`src/rtl/i2s_pkg.sv`:
```
// Shared I2S definitions: alignment FSM states and the default sample width.
package i2s_pkg;

    localparam int unsigned WIDTH_DEFAULT = 8;

    typedef enum logic [1:0] {
        StUnlocked,
        StLeft,
        StRight
    } i2s_state_e;

endpackage

```
`src/rtl/sync_edge_detect.sv`:
```
// Two-flop synchronizer for an asynchronous input with rise/fall pulses
// detected against a third register.
module sync_edge_detect (
    input  logic clk,
    input  logic rst,
    input  logic din,
    output logic level,
    output logic rise,
    output logic fall
);

    logic [2:0] sync_q;

    always_ff @(posedge clk) begin
        if (rst) begin
            sync_q <= '0;
        end else begin
            sync_q <= {sync_q[1:0], din};
        end
    end

    assign level = sync_q[1];
    assign rise  = sync_q[1] & ~sync_q[2];
    assign fall  = ~sync_q[1] & sync_q[2];

endmodule

```
`src/rtl/i2s_target_transmitter.sv`:
```
// I2S target transmitter: aligns to external sclk/ws and shifts buffered
// stereo pairs out MSB first, one sclk after each slot boundary.
module i2s_target_transmitter
    import i2s_pkg::*;
#(
    parameter int unsigned WIDTH = WIDTH_DEFAULT
) (
    input  logic             mclk,
    input  logic             rst,
    input  logic             sclk_in,
    input  logic             ws_in,
    input  logic [WIDTH-1:0] tx_data_l,
    input  logic [WIDTH-1:0] tx_data_r,
    input  logic             tx_valid,
    output logic             tx_ready,
    output logic             sd_tx,
    output logic             locked,
    output logic             underrun
);

    logic sclk_level, sclk_rise, sclk_fall;
    logic ws_level, ws_rise, ws_fall;
    logic unused_edges;

    sync_edge_detect u_sclk_sync (
        .clk   (mclk),
        .rst   (rst),
        .din   (sclk_in),
        .level (sclk_level),
        .rise  (sclk_rise),
        .fall  (sclk_fall)
    );

    sync_edge_detect u_ws_sync (
        .clk   (mclk),
        .rst   (rst),
        .din   (ws_in),
        .level (ws_level),
        .rise  (ws_rise),
        .fall  (ws_fall)
    );

    assign unused_edges = ^{sclk_level, sclk_rise, ws_rise, ws_fall};

    i2s_state_e       state_q, state_d;
    logic             ws_prev_q, ws_prev_d;
    logic             full_q, full_d;
    logic [WIDTH-1:0] hold_l_q, hold_l_d, hold_r_q, hold_r_d;
    logic [WIDTH-1:0] act_r_q, act_r_d;
    logic [WIDTH-1:0] shift_q, shift_d;
    logic             sd_tx_q, sd_tx_d;
    logic             underrun_q, underrun_d;

    logic boundary, left_start, consume, accept;

    assign boundary = sclk_fall && (ws_level != ws_prev_q);

    always_comb begin
        state_d    = state_q;
        left_start = 1'b0;
        unique case (state_q)
            StUnlocked: begin
                if (boundary && !ws_level) begin
                    state_d    = StLeft;
                    left_start = 1'b1;
                end
            end
            // Any boundary advances the slot; wrong polarity never forces a relock.
            StLeft: begin
                if (boundary) state_d = StRight;
            end
            StRight: begin
                if (boundary) begin
                    state_d    = StLeft;
                    left_start = 1'b1;
                end
            end
            default: state_d = StUnlocked;
        endcase
    end

    assign consume  = left_start && full_q;
    // The holding slot frees up in the move cycle, so a waiting pair lands then.
    assign tx_ready = !full_q || consume;
    assign accept   = tx_valid && tx_ready;

    always_comb begin
        ws_prev_d  = ws_prev_q;
        full_d     = full_q;
        hold_l_d   = hold_l_q;
        hold_r_d   = hold_r_q;
        act_r_d    = act_r_q;
        shift_d    = shift_q;
        sd_tx_d    = sd_tx_q;
        underrun_d = left_start && !full_q && (state_q != StUnlocked);

        if (accept) begin
            full_d   = 1'b1;
            hold_l_d = tx_data_l;
            hold_r_d = tx_data_r;
        end else if (consume) begin
            full_d = 1'b0;
        end

        if (sclk_fall) begin
            ws_prev_d = ws_level;
            if (state_q != StUnlocked) begin
                sd_tx_d = shift_q[WIDTH-1];
                shift_d = {shift_q[WIDTH-2:0], 1'b0};
            end
        end

        // New word loads behind the bit just driven: its MSB leaves on the next fall.
        if (left_start) begin
            shift_d = consume ? hold_l_q : '0;
            act_r_d = consume ? hold_r_q : '0;
        end else if (state_q == StLeft && boundary) begin
            shift_d = act_r_q;
        end
    end

    always_ff @(posedge mclk) begin
        if (rst) begin
            state_q    <= StUnlocked;
            ws_prev_q  <= 1'b0;
            full_q     <= 1'b0;
            hold_l_q   <= '0;
            hold_r_q   <= '0;
            act_r_q    <= '0;
            shift_q    <= '0;
            sd_tx_q    <= 1'b0;
            underrun_q <= 1'b0;
        end else begin
            state_q    <= state_d;
            ws_prev_q  <= ws_prev_d;
            full_q     <= full_d;
            hold_l_q   <= hold_l_d;
            hold_r_q   <= hold_r_d;
            act_r_q    <= act_r_d;
            shift_q    <= shift_d;
            sd_tx_q    <= sd_tx_d;
            underrun_q <= underrun_d;
        end
    end

    assign sd_tx    = sd_tx_q;
    assign locked   = (state_q != StUnlocked);
    assign underrun = underrun_q;

endmodule

```
`config.mk`:
```
export PLATFORM = sky130hd
export DESIGN_NAME = i2s_target_transmitter
export DESIGN_NICKNAME = d
export VERILOG_FILES = /design/src/rtl/i2s_pkg.sv /design/src/rtl/sync_edge_detect.sv /design/src/rtl/i2s_target_transmitter.sv
export SDC_FILE = /design/constraint.sdc
export NUM_CORES = 1
export LEC_CHECK = 0
export CAP_MARGIN = 10
export CELL_PAD_IN_SITES_DETAIL_PLACEMENT = 1
export CELL_PAD_IN_SITES_GLOBAL_PLACEMENT = 2
export CORE_AREA = 2 2 74 76
export DETAILED_ROUTE_END_ITERATION = 10
export DIE_AREA = 0 0 76 78
export DONT_BUFFER_PORTS = 1
export PLACE_DENSITY_LB_ADDON = 0.08
export SETUP_SLACK_MARGIN = 0.5
export SYNTH_ARGS = -nofsm -noshare
export SYNTH_HDL_FRONTEND = slang
export SYNTH_HIERARCHICAL = 1
export SYNTH_SLANG_ARGS = --single-unit
```
`constraint.sdc`:
```
create_clock -name mclk -period 2.3 [get_ports mclk]
set_clock_uncertainty 0.15 [all_clocks]
set_input_delay 0.46 -clock mclk [delete_from_list [all_inputs] [get_ports mclk]]
set_output_delay 0.46 -clock mclk [all_outputs]
set_load 0.01 [all_outputs]
```
==> metrics.yaml, run 1 <==
worst_setup_path:
  critPathKind: "reg -> out"
  cp-start-kind: "register"
  critPathRequiredTime_ns: 1.69
  endpoint_kind: "output port"
  critPathArrivalTime_ns: 1.22
  crit_fanout: 4
clock_tree:
  clk_pin_slew_ns: 0.08
  clock_latency_ns: 0.29
  max-clock-path-buffers: 2
  cts-root-buf: "clkbuf_8"
  cts_hold_buf: 0
  cts_tree: "built"
  numCtsBuffers: 5
  cts_sinks: 43
  htree_levels: 2
place:
  dp_hpwl_mm: 3.19
  portBuffers: 0
  gp_congestion: 0.739
  place_ws_ns: 0.375
finish:
  nNetsFinal: 228
  multi_input_area_sq_um: 915
  area_growth_pct: 15.4
  drive_above_1_share_pct: 22.6
  diodes: 0
  final-seq-area_sq_um: 875
  n_fill_cell: 594
detailed_routing:
  dr.pass1.iters: 4
  drtIter0Drc: 99
  vias: 1499
  wire_per_inst_microns: 17.6
  remaining_drc_errors: 0
  antenna_left: 0
  wl_mm: 4.88
  viasPerCell: 5.39
timing:
  fin_setup_tns_ns: 0
  tightest_slew_ns: 0.393
  final_max_slew_viol_count: 0
  maxSlewHeadroom_pct: 73.8
  rsz0062_at_grt: "yes"
  clock.fmax_mhz: 546
  finalCriticalPeriod_ns: 1.83
  hold_viol: 0
  post-route-period-util_pct: 79.6
  setup_viol_count_final: 0
  setup_ws_ns: 0.469
synth:
  synth.cell_area_sq_um: 1840
  synth.avg_cell_area_sq_um: 9.20
  syn_nets: 221
  yosysWarningCount: 6
  synthCells: 200
floorplanning:
  coreArea_sq_um: 5040
  dieWidth_microns: 76
  fp-row-count: 26
  die_area_sq_um: 5930
  die-height_microns: 78
  start_util_pct: 36.5
  ios: 25
grt:
  antenna_found_initial: 0
  grt_pass1_vias: 1557
  grtUsageTotal_pct: 17.7
  grt_pass1_wl_mm: 8.30
  grt_max_degree: 46
  grt_overflow: 0
power_and_ir_drop:
  p_per_area_nw_per_um2: 619
  p_leak_nw: 0.670
  ir_drop_uv: 332
worst_hold_path:
  hold_class: "in -> reg"
run_status:
  outcome: "finished, final reports clean"
run:
  cap_violations: 0
==> sequential cells by signal (all words and copies together) (netlist names), 2 cells and up <==
| signal | count |
|---|---|
| act_r_q | 8 |
| hold_l_q | 8 |
| hold_r_q | 8 |
| shift_q | 8 |
| u_sclk_sync/sync_q | 3 |
| state_q | 2 |
| u_ws_sync/sync_q | 2 |
==> power by group <==
part / switching [W] / total, W / internal [W]
logic: 0.0000464 / 0.0000797 / 0.0000333
clock network: 0.000249 / 0.000462 / 0.000213
registers: 0.0000104 / 0.000774 / 0.000763
total: 0.000305 / 0.00132 / 0.00101
==> critical path, stage by stage (launching register included) <==
cell and delay (ns):
dfxtp_4 0.38, and2b_2 0.27, o21ai_4 0.16, nand2_1 0.13
==> metal layers <==
metal  wire, microns  GRT usage [%]  vias to the layer above  share of wire [%]
met4              39           3.82                        0               0.80
met5               0              0                        -                  0
li1                -              -                      736                  -
met2            2280           28.3                       22                 47
met3             133           3.49                        5                2.7
met1            2430           24.9                      736                 50
==> repair_timing <==
| action | 4_1_cts | 5_1_grt |
|---|---|---|
| setup endpoints to repair | 9 | 14 |
| setup buffers | 8 | 1 |
| pin swaps | 4 | 3 |
| resized for setup | 11 | 7 |
==> area by class of cell <==
cell class | instances | share of cell area (%)
clock inverters | 1 | 0.236
inverters | 10 | 1.77
clock buffers | 7 | 3.59
repair buffers | 15 | 6.07
well taps | 70 | 4.12
flip-flops and latches | 43 | 41.2
multi-input cells | 132 | 43.1
==> stage by stage <==
stage / util [%] / area, sq um / power (W) / instances / hold WS (ns)
4_1_cts: 41.6 / 2100 / 0.00134 / 277 / 0.0650
5_1_grt: 42.1 / 2120 / 0.00139 / 278 / 0.0621
2_1_floorplan: - / 1840 / 0.000856 / 200 / 0.264
6_report: 42.1 / 2120 / 0.00132 / 278 / 0.0759
3_3_place_gp: 37.8 / 1910 / 0.000868 / 261 / 0.269
3_5_place_dp: 37.8 / 1910 / 0.000872 / 261 / 0.281
==> cells in the final DEF, fill, tap and decap left out, types with 2 or more instances in the layout <==
| master | instances |
|---|---|
| nand2_1 | 11 |
| dfxtp_1 | 38 |
| buf_4 | 13 |
| inv_1 | 10 |
| nor2_1 | 6 |
| nor2b_1 | 5 |
| o21ai_1 | 2 |
| o211ai_1 | 16 |
| nand3_1 | 9 |
| clkbuf_1 | 2 |
| a21oi_1 | 28 |
| mux2i_1 | 6 |
| o221ai_2 | 7 |
| mux2i_2 | 3 |
| and2b_2 | 2 |
| nand3b_1 | 8 |
| o21ai_0 | 15 |
| dfxtp_2 | 2 |
| dfxtp_4 | 3 |
| clkbuf_8 | 5 |
==> final timing paths <==
| path | from | end | slack (ns) | depth (start not counted) |
|---|---|---|---|---|
| worst max register to register | u_ws_sync/sync_q[1] | shift_q[4] | 0.47 | 5 |
| worst min-delay path | rst | state_q[0] | 0.08 | 1 |
| worst min register to register | u_sclk_sync/sync_q[0] | u_sclk_sync/sync_q[1] | 0.29 | 1 |
| worst max-delay path | u_ws_sync/sync_q[1] | tx_ready | 0.47 | 3 |
Power figures use the tool's default switching activity.
==> inputs of run 2 (changes only) <==
- CORE_AREA: 2 2 74 76 -> 2 2 78 80
- DIE_AREA: 0 0 76 78 -> 0 0 80 82
- clock period: 2.3 -> 1.6 ns (I/O delays scaled with it)
==> metrics.yaml, run 2 (synthesis gave the netlist of run 1 again) <==
detailed_routing:
  vias: 1569
  antenna_left: 0
  drtIter0Drc: 66
  wire_per_inst_microns: 18.6
  wl_mm: 5.53
  dr.pass1.iters: 4
  remaining_drc_errors: 0
  viasPerCell: 5.28
timing:
  setup_viol_count_final: 33
  whs_ns: -0.0701
  tightest_slew_ns: 0.217
  maxSlewHeadroom_pct: 85.3
  clock.fmax_mhz: 568
  setup_ws_ns: -0.162
  rsz0062_at_grt: "yes"
  hold_viol: 34
  fin_setup_tns_ns: -3.07
  finalCriticalPeriod_ns: 1.76
  final_max_slew_viol_count: 0
  post-route-period-util_pct: 110
grt:
  antenna_found_initial: 0
  grt_overflow: 0
  grtUsageTotal_pct: 17.9
  grt_max_degree: 46
  grt_pass1_vias: 1668
  grt_pass1_wl_mm: 8.74
power_and_ir_drop:
  p_leak_nw: 0.840
  p_per_area_nw_per_um2: 832
  ir_drop_uv: 444
  total_power_w: 0.00208
clock_tree:
  htree_levels: 2
  cts-root-buf: "clkbuf_8"
  cts_tree: "built"
  clock_latency_ns: 0.30
  cts_sinks: 43
  numCtsBuffers: 5
  max-clock-path-buffers: 2
  clk_pin_slew_ns: 0.08
  cts_hold_buf: 2
worst_setup_path:
  crit_slowest_cell: "dfxtp_4"
  crit_fanout: 4
  crit_path_start: "ws_prev_q"
  cp-start-kind: "register"
  critPathKind: "reg -> out"
  endpoint_kind: "output port"
  critPathArrivalTime_ns: 1.29
  rr_startpoint: "u_sclk_sync/sync_q[2]"
  critPathTopFamily: "flip-flops"
  crit_chain: "and3b_2 -> o21ai_2 -> buf_6 -> nand2_4"
  slowest_delay_ns: 0.38
  critPathRequiredTime_ns: 1.13
  cp.buffers_inverters: 1
finish:
  fin_area_sq_um: 2500
  diodes: 0
  drive_above_1_share_pct: 34.7
  nNetsFinal: 243
  final_util_pct: 43.5
  n_fill_cell: 659
  layout_commonest_cell: "dfxtp_1"
  final_cell_mix: "dfxtp_1, a21oi_1, o211ai_1, o21ai_0, buf_6"
  area_growth_pct: 35.9
worst_hold_path:
  hold_class: "in -> reg"
  min_from: "rst"
floorplanning:
  dieWidth_microns: 80
  die-height_microns: 82
  start_util_pct: 32.0
  fp-row-count: 28
  die_area_sq_um: 6560
  coreArea_sq_um: 5750
  ios: 25
place:
  placed_area_sq_um: 2040
  portBuffers: 0
  gp_congestion: 0.803
  dp_hpwl_mm: 3.30
run_status:
  outcome: "finished with violations"
  violations: "hold timing, setup timing"
run:
  cap_violations: 0
run 2: cell types whose count changed in the layout (fill, tap and decap cells not counted), moves of 2 or more:
cell | previous run | this run
nand2_1 | 11 | 8
buf_6 | 1 | 13
dfxtp_1 | 38 | 35
nand3_1 | 9 | 0
buf_16 | 0 | 2
dfxtp_2 | 2 | 6
mux2i_2 | 3 | 1
nand2_4 | 0 | 3
mux2i_1 | 6 | 8
buf_4 | 13 | 8
nand3_2 | 0 | 9
dlygate4sd3_1 | 0 | 2
buf_12 | 1 | 4
run 2: cell type report:
type | instances | area (sq um) | area share, %
multi-input cells | 132 | 1000 | 40.2
inverters | 10 | 37.5 | 1.50
clock buffers | 6 | 72.6 | 2.90
flip-flops and latches | 43 | 876 | 35.0
repair buffers | 30 | 387 | 15.5
clock inverters | 1 | 30.0 | 1.20
well taps | 75 | 93.8 | 3.75
run 2: path summary, 6_finish.rpt:
check,slack [ns],to,depth (start not counted)
setup / recovery,-0.16,tx_ready,4
hold / removal,-0.07,state_q[0],1
setup reg to reg,-0.15,shift_q[3],5
hold reg to reg,0.30,u_sclk_sync/sync_q[1],1
run 2: routing by layer:
layer / routed length, microns / track usage, %
met1: 2400 / 20.8
met2: 2870 / 32.8
met3: 158 / 4.18
met4: 103 / 5.08
met5: 0 / 0
run 2: power breakdown:
group / switching (W) / internal (W) / total, W
logic: 0.0000741 / 0.0000604 / 0.000135
registers: 0.0000189 / 0.00110 / 0.00112
clock network: 0.000370 / 0.000458 / 0.000828
total: 0.000463 / 0.00162 / 0.00208
run 2: metrics by stage:
| step | hold slack [ns] | cells | setup WS, ns |
|---|---|---|---|
| CTS | -0.0790 | 290 | -0.125 |
| detailed placement | 0.245 | 274 | -0.0905 |
| floorplan | 0.234 | 200 | -0.108 |
| global placement | 0.245 | 274 | -0.0254 |
| global route | -0.103 | 297 | -0.221 |
| finish | -0.0701 | 297 | -0.162 |
run 2: what timing repair did:
| item | CTS | global route |
|---|---|---|
| gates resized for setup | 22 | 23 |
| buffers inserted | 5 | 6 |
| setup endpoints to repair | 42 | 42 |
| cloned | 2 | 1 |
| hold endpoints to repair | 36 | 34 |
| pin swaps | 5 | 9 |
